### src/rtl/muldiv_pkg.sv
// Shared definitions for the EX-stage multiply/divide sequencer.
// Holds the op encodings, FSM state constants and the op-class predicates
// used by both the scheduler and its per-step datapath.
package muldiv_pkg;

   // op_i encodings as issued by EX
   localparam logic [2:0] OP_MUL   = 3'd0;
   localparam logic [2:0] OP_MULH  = 3'd1;
   localparam logic [2:0] OP_MULHU = 3'd2;
   localparam logic [2:0] OP_DIV   = 3'd3;
   localparam logic [2:0] OP_DIVU  = 3'd4;
   localparam logic [2:0] OP_REM   = 3'd5;
   localparam logic [2:0] OP_REMU  = 3'd6;
   localparam logic [2:0] OP_RSVD  = 3'd7;

   // Sequencer states
   localparam logic [1:0] S_IDLE = 2'd0;
   localparam logic [1:0] S_BUSY = 2'd1;
   localparam logic [1:0] S_DONE = 2'd2;

   // Quotient/remainder ops run the restoring-divide step
   function automatic logic is_div_op(input logic [2:0] op);
      return (op == OP_DIV) || (op == OP_DIVU) || (op == OP_REM) || (op == OP_REMU);
   endfunction

   // Ops whose operands are two's complement and need abs / sign fix-up
   function automatic logic is_signed_op(input logic [2:0] op);
      return (op == OP_MUL) || (op == OP_MULH) || (op == OP_DIV) || (op == OP_REM);
   endfunction

endpackage

### src/rtl/muldiv_iter_dp.sv
// One radix-2 iteration of the multiply/divide datapath, purely combinational.
// Ports: acc_i (2*WIDTH accumulator), operand_i (multiplicand or divisor),
//        div_mode_i (1 = restoring divide step, 0 = shift-add step), acc_o (next accumulator).
module muldiv_iter_dp #(
   parameter int WIDTH = 32
) (
   input  logic [2*WIDTH-1:0] acc_i,
   input  logic [WIDTH-1:0]   operand_i,
   input  logic               div_mode_i,
   output logic [2*WIDTH-1:0] acc_o
);

   // Multiply layout: {partial product high, multiplier bits still to consume}.
   // Divide layout:   {partial remainder, dividend bits shifting into quotient}.
   logic [WIDTH:0] add_sum;
   logic [WIDTH:0] shifted;
   logic [WIDTH:0] diff;

   always_comb begin
      add_sum = {1'b0, acc_i[2*WIDTH-1:WIDTH]}
              + (acc_i[0] ? {1'b0, operand_i} : {(WIDTH+1){1'b0}});
      shifted = {acc_i[2*WIDTH-1:WIDTH], acc_i[WIDTH-1]};
      diff    = shifted - {1'b0, operand_i};
      acc_o   = '0;
      if (div_mode_i) begin
         // Partial remainder is always below the divisor, so the borrow bit
         // alone tells whether the trial subtraction fits.
         if (!diff[WIDTH]) begin
            acc_o = {diff[WIDTH-1:0], acc_i[WIDTH-2:0], 1'b1};
         end else begin
            acc_o = {shifted[WIDTH-1:0], acc_i[WIDTH-2:0], 1'b0};
         end
      end else begin
         // Add on LSB, then shift the whole accumulator right; the carry
         // lands in the top bit.
         acc_o = {add_sum, acc_i[WIDTH-1:1]};
      end
   end

endmodule

### src/rtl/ex_muldiv_sched.sv
// Multi-cycle MUL/DIV sequencer beside the EX ALU: latch op, iterate WIDTH steps, pulse done_o.
// Latency: accept cycle 0, BUSY 1..WIDTH, done_o at WIDTH+1 (special cases: done_o at cycle 1).
// Backpressure: stall_o freezes IF/ID/EX on accept and through BUSY; low in DONE so EX advances.
// Ports: clk/rstn (sync active-low), start_i/op_i/a_i/b_i from EX, flush_i kills the op,
//        stall_o to hazard control, done_o + result_o back to the EX result mux.
module ex_muldiv_sched
   import muldiv_pkg::*;
#(
   parameter int WIDTH = 32
) (
   input  logic             clk,
   input  logic             rstn,
   input  logic             start_i,
   input  logic [2:0]       op_i,
   input  logic [WIDTH-1:0] a_i,
   input  logic [WIDTH-1:0] b_i,
   input  logic             flush_i,
   output logic             stall_o,
   output logic             done_o,
   output logic [WIDTH-1:0] result_o
);

   localparam int CNT_W = $clog2(WIDTH);
   localparam logic [CNT_W-1:0]   CNT_LAST = CNT_W'(WIDTH - 1);
   localparam logic [WIDTH-1:0]   ONE      = WIDTH'(1);
   localparam logic [2*WIDTH-1:0] ONE2     = (2*WIDTH)'(1);
   localparam logic [WIDTH-1:0]   MIN_NEG  = {1'b1, {(WIDTH-1){1'b0}}};

   logic [1:0]         state_q, state_d;
   logic [CNT_W-1:0]   cnt_q, cnt_d;
   logic [2:0]         op_q, op_d;
   logic [WIDTH-1:0]   a_q, a_d;           // |a| for signed ops, raw a otherwise
   logic [WIDTH-1:0]   b_q, b_d;           // |b| for signed ops, raw b otherwise
   logic               neg_q, neg_d;       // final result must be negated
   logic               spec_q, spec_d;     // op resolved at accept, no iteration
   logic [WIDTH-1:0]   spec_res_q, spec_res_d;
   logic [2*WIDTH-1:0] acc_q, acc_d;
   logic [WIDTH-1:0]   result_q, result_d;

   logic               accept;
   logic               sa, sb;
   logic [WIDTH-1:0]   abs_a, abs_b;
   logic               div_zero, sgn_ovf, is_rsvd;
   logic               dp_div_mode;
   logic [WIDTH-1:0]   dp_operand;
   logic [2*WIDTH-1:0] dp_acc;
   logic [2*WIDTH-1:0] prod_fix;
   logic [WIDTH-1:0]   quot, rem;
   logic [WIDTH-1:0]   fin_res;

   // ---------------- accept-time operand conditioning ----------------
   assign accept = (state_q == S_IDLE) && start_i && !flush_i;

   always_comb begin
      sa       = is_signed_op(op_i) & a_i[WIDTH-1];
      sb       = is_signed_op(op_i) & b_i[WIDTH-1];
      abs_a    = sa ? (~a_i + ONE) : a_i;
      abs_b    = sb ? (~b_i + ONE) : b_i;
      div_zero = is_div_op(op_i) && (b_i == '0);
      // Only signed quotient/remainder can overflow: MIN / -1
      sgn_ovf  = ((op_i == OP_DIV) || (op_i == OP_REM)) && (a_i == MIN_NEG) && (b_i == '1);
      is_rsvd  = (op_i == OP_RSVD);
   end

   // ---------------- per-step datapath ----------------
   assign dp_div_mode = is_div_op(op_q);
   // Multiply adds |a| with |b| in the low half; divide subtracts |b| from |a| shifted in.
   assign dp_operand  = dp_div_mode ? b_q : a_q;

   muldiv_iter_dp #(
      .WIDTH(WIDTH)
   ) u_dp (
      .acc_i      (acc_q),
      .operand_i  (dp_operand),
      .div_mode_i (dp_div_mode),
      .acc_o      (dp_acc)
   );

   // ---------------- sign fix-up and result select ----------------
   always_comb begin
      prod_fix = neg_q ? (~acc_q + ONE2) : acc_q;
      quot     = acc_q[WIDTH-1:0];
      rem      = acc_q[2*WIDTH-1:WIDTH];
      fin_res  = '0;
      case (op_q)
         OP_MUL:            fin_res = prod_fix[WIDTH-1:0];
         OP_MULH, OP_MULHU: fin_res = prod_fix[2*WIDTH-1:WIDTH];
         OP_DIV, OP_DIVU:   fin_res = neg_q ? (~quot + ONE) : quot;
         OP_REM, OP_REMU:   fin_res = neg_q ? (~rem + ONE) : rem;
         default:           fin_res = '0;
      endcase
      if (spec_q) begin
         fin_res = spec_res_q;
      end
   end

   assign stall_o  = accept || (state_q == S_BUSY);
   assign done_o   = (state_q == S_DONE) && !flush_i;
   // Result holds between ops; consumers qualify it with done_o.
   assign result_o = done_o ? fin_res : result_q;

   // ---------------- FSM / next state ----------------
   always_comb begin
      state_d    = state_q;
      cnt_d      = cnt_q;
      op_d       = op_q;
      a_d        = a_q;
      b_d        = b_q;
      neg_d      = neg_q;
      spec_d     = spec_q;
      spec_res_d = spec_res_q;
      acc_d      = acc_q;
      result_d   = result_o;

      case (state_q)
         S_IDLE: begin
            if (accept) begin
               op_d  = op_i;
               a_d   = abs_a;
               b_d   = abs_b;
               // Remainder follows the dividend; product and quotient follow sign mismatch.
               neg_d = ((op_i == OP_REM) || (op_i == OP_REMU)) ? sa : (sa ^ sb);
               acc_d = is_div_op(op_i) ? {{WIDTH{1'b0}}, abs_a} : {{WIDTH{1'b0}}, abs_b};
               if (div_zero || sgn_ovf || is_rsvd) begin
                  spec_d  = 1'b1;
                  state_d = S_DONE;
                  if (is_rsvd) begin
                     spec_res_d = '0;
                  end else if (div_zero) begin
                     spec_res_d = ((op_i == OP_DIV) || (op_i == OP_DIVU)) ? '1 : a_i;
                  end else begin
                     spec_res_d = (op_i == OP_DIV) ? MIN_NEG : '0;
                  end
               end else begin
                  spec_d  = 1'b0;
                  state_d = S_BUSY;
                  cnt_d   = CNT_LAST;
               end
            end
         end
         S_BUSY: begin
            if (flush_i) begin
               state_d = S_IDLE;
            end else begin
               acc_d = dp_acc;
               if (cnt_q == '0) begin
                  state_d = S_DONE;
               end else begin
                  cnt_d = cnt_q - 1'b1;
               end
            end
         end
         // A start_i still high here belongs to the retiring op; never re-accept.
         S_DONE:  state_d = S_IDLE;
         default: state_d = S_IDLE;
      endcase
   end

   always_ff @(posedge clk) begin
      if (!rstn) begin
         state_q    <= S_IDLE;
         cnt_q      <= '0;
         op_q       <= '0;
         a_q        <= '0;
         b_q        <= '0;
         neg_q      <= 1'b0;
         spec_q     <= 1'b0;
         spec_res_q <= '0;
         acc_q      <= '0;
         result_q   <= '0;
      end else begin
         state_q    <= state_d;
         cnt_q      <= cnt_d;
         op_q       <= op_d;
         a_q        <= a_d;
         b_q        <= b_d;
         neg_q      <= neg_d;
         spec_q     <= spec_d;
         spec_res_q <= spec_res_d;
         acc_q      <= acc_d;
         result_q   <= result_d;
      end
   end

endmodule

### config.mk
export PLATFORM = sky130hd
export DESIGN_NAME = ex_muldiv_sched
export DESIGN_NICKNAME = d
export VERILOG_FILES = /design/src/rtl/muldiv_pkg.sv /design/src/rtl/muldiv_iter_dp.sv /design/src/rtl/ex_muldiv_sched.sv
export SDC_FILE = /design/constraint.sdc
export NUM_CORES = 1
export LEC_CHECK = 0
export BUFFER_PORTS_ARGS = -buffer_cell sky130_fd_sc_hd__buf_2
export CORE_AREA = 2 2 212 214
export DETAILED_ROUTE_END_ITERATION = 12
export DIE_AREA = 0 0 214 216
export MAX_ROUTING_LAYER = met4
export SLEW_MARGIN = 15
export SYNTH_ARGS = -nofsm -noshare
export SYNTH_HDL_FRONTEND = slang
export SYNTH_HIERARCHICAL = 1
export SYNTH_SLANG_ARGS = --single-unit
### constraint.sdc
create_clock -name clk -period 6 [get_ports clk]
set_input_delay 0.9 -clock clk [delete_from_list [all_inputs] [get_ports clk]]
set_output_delay 0.9 -clock clk [all_outputs]
set_load 0.05 [all_outputs]
; ---- After elaboration in Yosys (flattened, before gate mapping)
; Index checks and enable logic that the tools add are counted.
[totals]
word_cells = 114
out_inout_bits = 34
inputBits = 71
reg_bits = 204
[classes]
reduce_logical = 35
n_eq_ne = 21
mux = 32
bitwise_logic = 8
add_sub_neg = 8
[ops]
columns = op, n
row1 = $mux W32, 13
row2 = $mux W64, 5
row3 = $add A32 B1 Y32 const B, 4
row4 = $not A32 Y32, 4
row5 = $pmux W32 S4, 1
row6 = $pmux W64 S2, 1
row7 = $add A64 B1 Y64 const B, 1
row8 = $eq A32 B32 Y1 const B, 2
row9 = $not A64 Y64, 1
row10 = $add A32 B33 Y33, 1
row11 = $sub A33 B32 Y33, 1
row12 = $logic_not A32 Y1, 1
row13 = $eq A3 B3 Y1 const B, 7
row14 = $mux W5, 4
row15 = $logic_or A1 B1 Y1, 14
row16 = $pmux W5 S2, 1
row17 = $eq A3 B2 Y1 const B, 3
row18 = $mux W2, 4
row19 = $ne A2 B2 Y1 const B, 4
row20 = $eq A3 B1 Y1 const B, 2
row21 = $logic_and A1 B1 Y1, 6
row22 = $logic_not A3 Y1, 2
row23 = $reduce_and A3 Y1, 2
row24 = $reduce_or A2 Y1, 3
row25 = other kinds (14), 17

; ---- Depth between registers and ports, before layout
[depth]
ltp_word = 10
mapped_depth = 20
depth_no_buf = 16

; ---- By module
; Netlist, hierarchy kept.
[modules_own_cells]
columns = module, seq_area_each_um2, n_inst, cells_each, area_per_inst_um2
row1 = ex_muldiv_sched, 4083.9, 1, 1788, 13161.4
row2 = muldiv_iter_dp, 0.0, 1, 663, 4590.7

; ---- Worst setup path after synthesis
; No wires, ideal clock.
[synth_timing]
path_type = register to output
start = register acc_q[33]
end = output result_o[28]
path_slack_ps = 1372
path_stages_with_launch = 11
required_time_ps = 5100
arrival_time_ps = 3728
cell_sequence = dfxtp_1 inv_1 ha_1 or4b_2 buf_1 nor4_1 nand2_1 o41ai_1 xnor2_1 a22oi_1 o21ai_0
[synth_between]
elab_chain_cells = 6
word_cells_on_any_way = 9
classes_between = add/sub: 2 / mux: 5 / bitwise: 2
[synth_lines]
columns = element, line
row1 = "start, declared", ex_muldiv_sched.sv:37  ; logic [2*WIDTH-1:0] acc_q, acc_d;
row2 = "start signal, assigned", ex_muldiv_sched.sv:169  ; acc_q <= '0;
row3 = "start signal, assigned", ex_muldiv_sched.sv:180  ; acc_q <= acc_d;
row4 = $not A64 Y64 / $not A32 Y32 (equally long branches), "ex_muldiv_sched.sv:81, ex_muldiv_sched.sv:89"
row5 = $add A64 B1 Y64 / $add A32 B1 Y32 (equally long branches), "ex_muldiv_sched.sv:81, ex_muldiv_sched.sv:89"
row6 = $mux W64 / $mux W32 (equally long branches), "ex_muldiv_sched.sv:81, ex_muldiv_sched.sv:89"
row7 = $pmux W32 S4 *, ex_muldiv_sched.sv:85  ; case (op_q)
row8 = $mux W32 *, ex_muldiv_sched.sv:92  ; if (spec_q) begin
row9 = $mux W32 *, ex_muldiv_sched.sv:100  ; assign result_o = done_o ? fin_res : result_q;
row10 = "end, declared", ex_muldiv_sched.sv:20  ; output logic [WIDTH-1:0] result_o
; Every way passes the cells marked *; elsewhere a longest branch is shown, timed or not.

; ---- Final worst setup path
[layout_timing]
start = register acc_q[7]
end = output result_o[23]
[layout_between]
elab_chain_cells = 6
word_cells_on_any_way = 9
classes_between = add/sub: 2 / mux: 5 / bitwise: 2
[layout_lines]
columns = element, line
row1 = $not A64 Y64 / $not A32 Y32 (equally long branches), "ex_muldiv_sched.sv:81, ex_muldiv_sched.sv:88"
row2 = $add A64 B1 Y64 / $add A32 B1 Y32 (equally long branches), "ex_muldiv_sched.sv:81, ex_muldiv_sched.sv:88"
row3 = $mux W64 / $mux W32 (equally long branches), "ex_muldiv_sched.sv:81, ex_muldiv_sched.sv:88"
row4 = $pmux W32 S4 *, ex_muldiv_sched.sv:85
row5 = $mux W32 *, ex_muldiv_sched.sv:92
row6 = $mux W32 *, ex_muldiv_sched.sv:100
; Marks and branches as above.

==> impl_metrics.tcl <==
set metrics [dict create \
    status "finished clean" \
    powerDensity_nw_per_um2 221 \
    diodes 0 \
    routed_wirelength_um 74500 \
    antenna_found_initial 0 \
    grt_pass1_vias 17579 \
    die_area_sq_um 46200 \
    dr.pass1.iters 6 \
    cp.arrival_ns 4.33 \
    netSwitchingFraction_pct 35.5 \
    gr-total-overflow 0 \
    r2r_start "op_q[2]" \
    netlist_area_sq_um 17800 \
    num_rows 77 \
    area_growth_pct 10.6 \
    holdWs_ns 0.488 \
    final.setup.tns_ns 0 \
    ys_types 97 \
    timing.critical_path.buf_inv 2 \
    cts-htree-levels 1 \
    crit_end "result_o[23]" \
    relSlewSlack_pct 23.0 \
    seq_power_share_pct 34.5 \
    async_reset_ff_share_pct 0 \
    crit_path_max_fanout 11 \
    synthCells 2451 \
    crit_path_start "acc_q[7]" \
    yosysSeqAreaShare_pct 23.0 \
    synth_edf_count 0 \
    die_w_um 214 \
    clock_sinks 204 \
    path_class "register to output port" \
    grt_start_max_net_pins 128 \
    path_clk_slew_ns 0.06 \
    die_h_um 216 \
    setup_viol 0 \
    finalWeightedCongestion 0.990 \
    pwr-share-comb_pct 26.2 \
    synth_seq_cells 204 \
    drtIter0Drc 2135 \
    slowest_delay_ns 0.82 \
    worst_pin_slew_ns 1.15 \
    fill_cells 4498 \
    utilization_pct 44.8 \
    ctsHoldBuffers 0 \
    critPathLaunchType "register" \
    ys.flop_type "dfxtp_1" \
    skew_ns 0.0214 \
    io_buffers 104 \
    ys_warn_count 6 \
    post_cts_buffers 0 \
    hold_viol_final 0 \
    clk_path_buf_depth 3 \
    total_leakage_power_nw 7.55 \
    slowest_stage "nor4_1" \
    hpwl_um 55700 \
    synth_fp_nets 2595 \
    worstPathCellList "nor4_1 -> nand2_1 -> nor4_4 -> buf_4 -> and2_1 -> o31ai_1 -> a221oi_2 -> nor3_1 -> buf_2" \
    regArea_sq_um 4090 \
    required_ns 5.10 \
    cts-resized-gates 0 \
    vias 19298 \
    ant_nets 0 \
    initial_core_util_pct 40.5 \
    hold_path.class "register to register" \
    via_per_inst 6.32 \
    pwr-share-clk_pct 39.3 \
    worstSkewPairLatency_ns 0.59 \
    cts-buffers-inserted 26 \
    rsz0062_at_grt "false" \
    core_area_sq_um 43800 \
    p_switching_w 0.00154 \
    io_pins 105 \
    max_freq_ghz 0.191 \
    irDropWorstVdd_uv 198 \
    multi_input_area_sq_um 12700 \
    routedWlPerCell_um 24.4 \
    r2r_setup_slack_ns 1.07 \
    drv_slew 0 \
    grt_usage_pct 32.1 \
    period_minus_slack_ns 5.23 \
    post-route-drc-count 0 \
    drv_cap 0 \
    fin_nets 2588 \
    finalPower_w 0.00435 \
    cp-end-kind "output port" \
    grt_pass1_wl_um 112000 \
    critPathTopFamily "simple AND/OR/NAND/NOR gates" \
    finalCritPeriodShare_pct 87.2 \
    cts_tree "built" \
    drive_above_1_share_pct 12.9 \
    cp_num_cells 9 \
    reg2reg_depth 18 \
    p_int_w 0.00281 \
    root_buffer "clkbuf_16" \
    worstReg2RegEnd "acc_q[39]" \
    avgSynthCellArea_sq_um 7.24 \
]
kinds of logic after synthesis:
group,share of synthesized area (%)
AND/OR/NAND/NOR,25.5
multiplexers,5.36
buffers and inverters,5.68
flip-flops,23.0
AO/OA/AOI/OAI,26.9
adder cells (fa/ha/maj),5.23
XOR/XNOR,8.29
routing by layer:
layer / vias up / GRT usage (%) / part of all wire (%)
li1: 8972 / - / -
met3: 125 / 5.81 / 9.2
met2: 964 / 49.0 / 44
met4: 0 / 9.07 / 3.1
met5: - / - / 0
met1: 9237 / 43.3 / 44
power by group through the flow:
stage | clock, W | combinational, W | sequential [W]
CTS | 0.00172 | 0.00111 | 0.00150
global route | 0.00178 | 0.00122 | 0.00151
detailed placement | 0 | 0.00111 | 0.00153
floorplan | 0 | 0.000751 | 0.00148
global placement | 0 | 0.00110 | 0.00153
finish | 0.00171 | 0.00114 | 0.00150
cell type report:
| type | count | area share (%) |
|---|---|---|
| clock buffer | 35 | 3.84 |
| sequential | 204 | 20.8 |
| clock inverter | 12 | 0.880 |
| tap | 592 | 3.77 |
| timing repair buffer | 151 | 4.51 |
| multi-input combinational | 1989 | 64.8 |
| inverter | 72 | 1.39 |
synthesized netlist by cell type (25+ instances only):
cell type    n  area share (%)
a21oi_1    256             7.2
and2_1      60             2.1
clkbuf_1   156             3.3
inv_1       68             1.4
o41ai_1     27             1.3
nand2_1    244             5.2
ha_1        71             5.0
xor2_1      76             3.7
nor2_1     233             4.9
nand4_1     30             1.1
nor3_1      91             2.6
o21ai_0     87             2.5
o31ai_1     32             1.4
o22ai_1     25            0.88
dfxtp_1    204              23
a31oi_1     55             1.9
xnor2_1     87             4.3
nand3_1     93             2.6
a211oi_1    76             3.2
a21o_1      28             1.2
nor4_1      34             1.2
mux2_2      65             4.1
state kept, by name (all words and copies together), names as in the netlist:
signal	flops
acc_q	64
a_q	32
b_q	32
result_q	32
spec_res_q	32
cnt_q	5
op_q	3
state_q	2
neg_q	1
spec_q	1
layout by cell type, fill, tap and decap left out, types with 74 or more instances in the layout:
master | netlist | routed
a211oi_1 | 76 | 74
a21oi_1 | 256 | 256
buf_2 | 6 | 104
dfxtp_1 | 204 | 203
nand2_1 | 244 | 244
nand3_1 | 93 | 93
nor2_1 | 233 | 232
nor3_1 | 91 | 91
o21ai_0 | 87 | 85
xnor2_1 | 87 | 86
xor2_1 | 76 | 76
worst reg2reg max path, stage by stage (launching register included):
cell and delay, ns:
dfxtp_1 0.35, clkinv_1 0.29, xnor2_2 0.31, buf_4 0.36, mux2_2 0.40, inv_1 0.06
ha_1 0.31, a21oi_1 0.18, a21oi_1 0.08, a2111oi_0 0.42, o21ai_1 0.19, a31oi_4 0.23
a21oi_4 0.11, xnor2_2 0.68, buf_4 0.35, nand2_1 0.09, a31oi_1 0.19, nand3_1 0.09
a21oi_1 0.18
per-stage QoR:
stage,worst slack [ns],area [sq um],instances
final,0.769,19600,3055
after CTS,0.875,19600,3055
after global routing,0.553,19600,3055
after detailed placement,1.19,18700,3008
after global placement,1.22,18700,3008
after floorplan,1.37,17800,2451
how the worst min path moves through the flow:
| stage | endpoint | from | cells past startpoint |
|---|---|---|---|
| floorplan | a_q[0] | a_q[0] | 2 |
| global placement | spec_res_q[4] | spec_res_q[4] | 2 |
| detailed placement | spec_res_q[2] | spec_res_q[2] | 2 |
| CTS | spec_res_q[2] | spec_res_q[2] | 2 |
| global route | spec_res_q[2] | spec_res_q[2] | 2 |
| finish | spec_res_q[2] | spec_res_q[2] | 2 |
No activity file was read; power rests on OpenSTA's default activity.
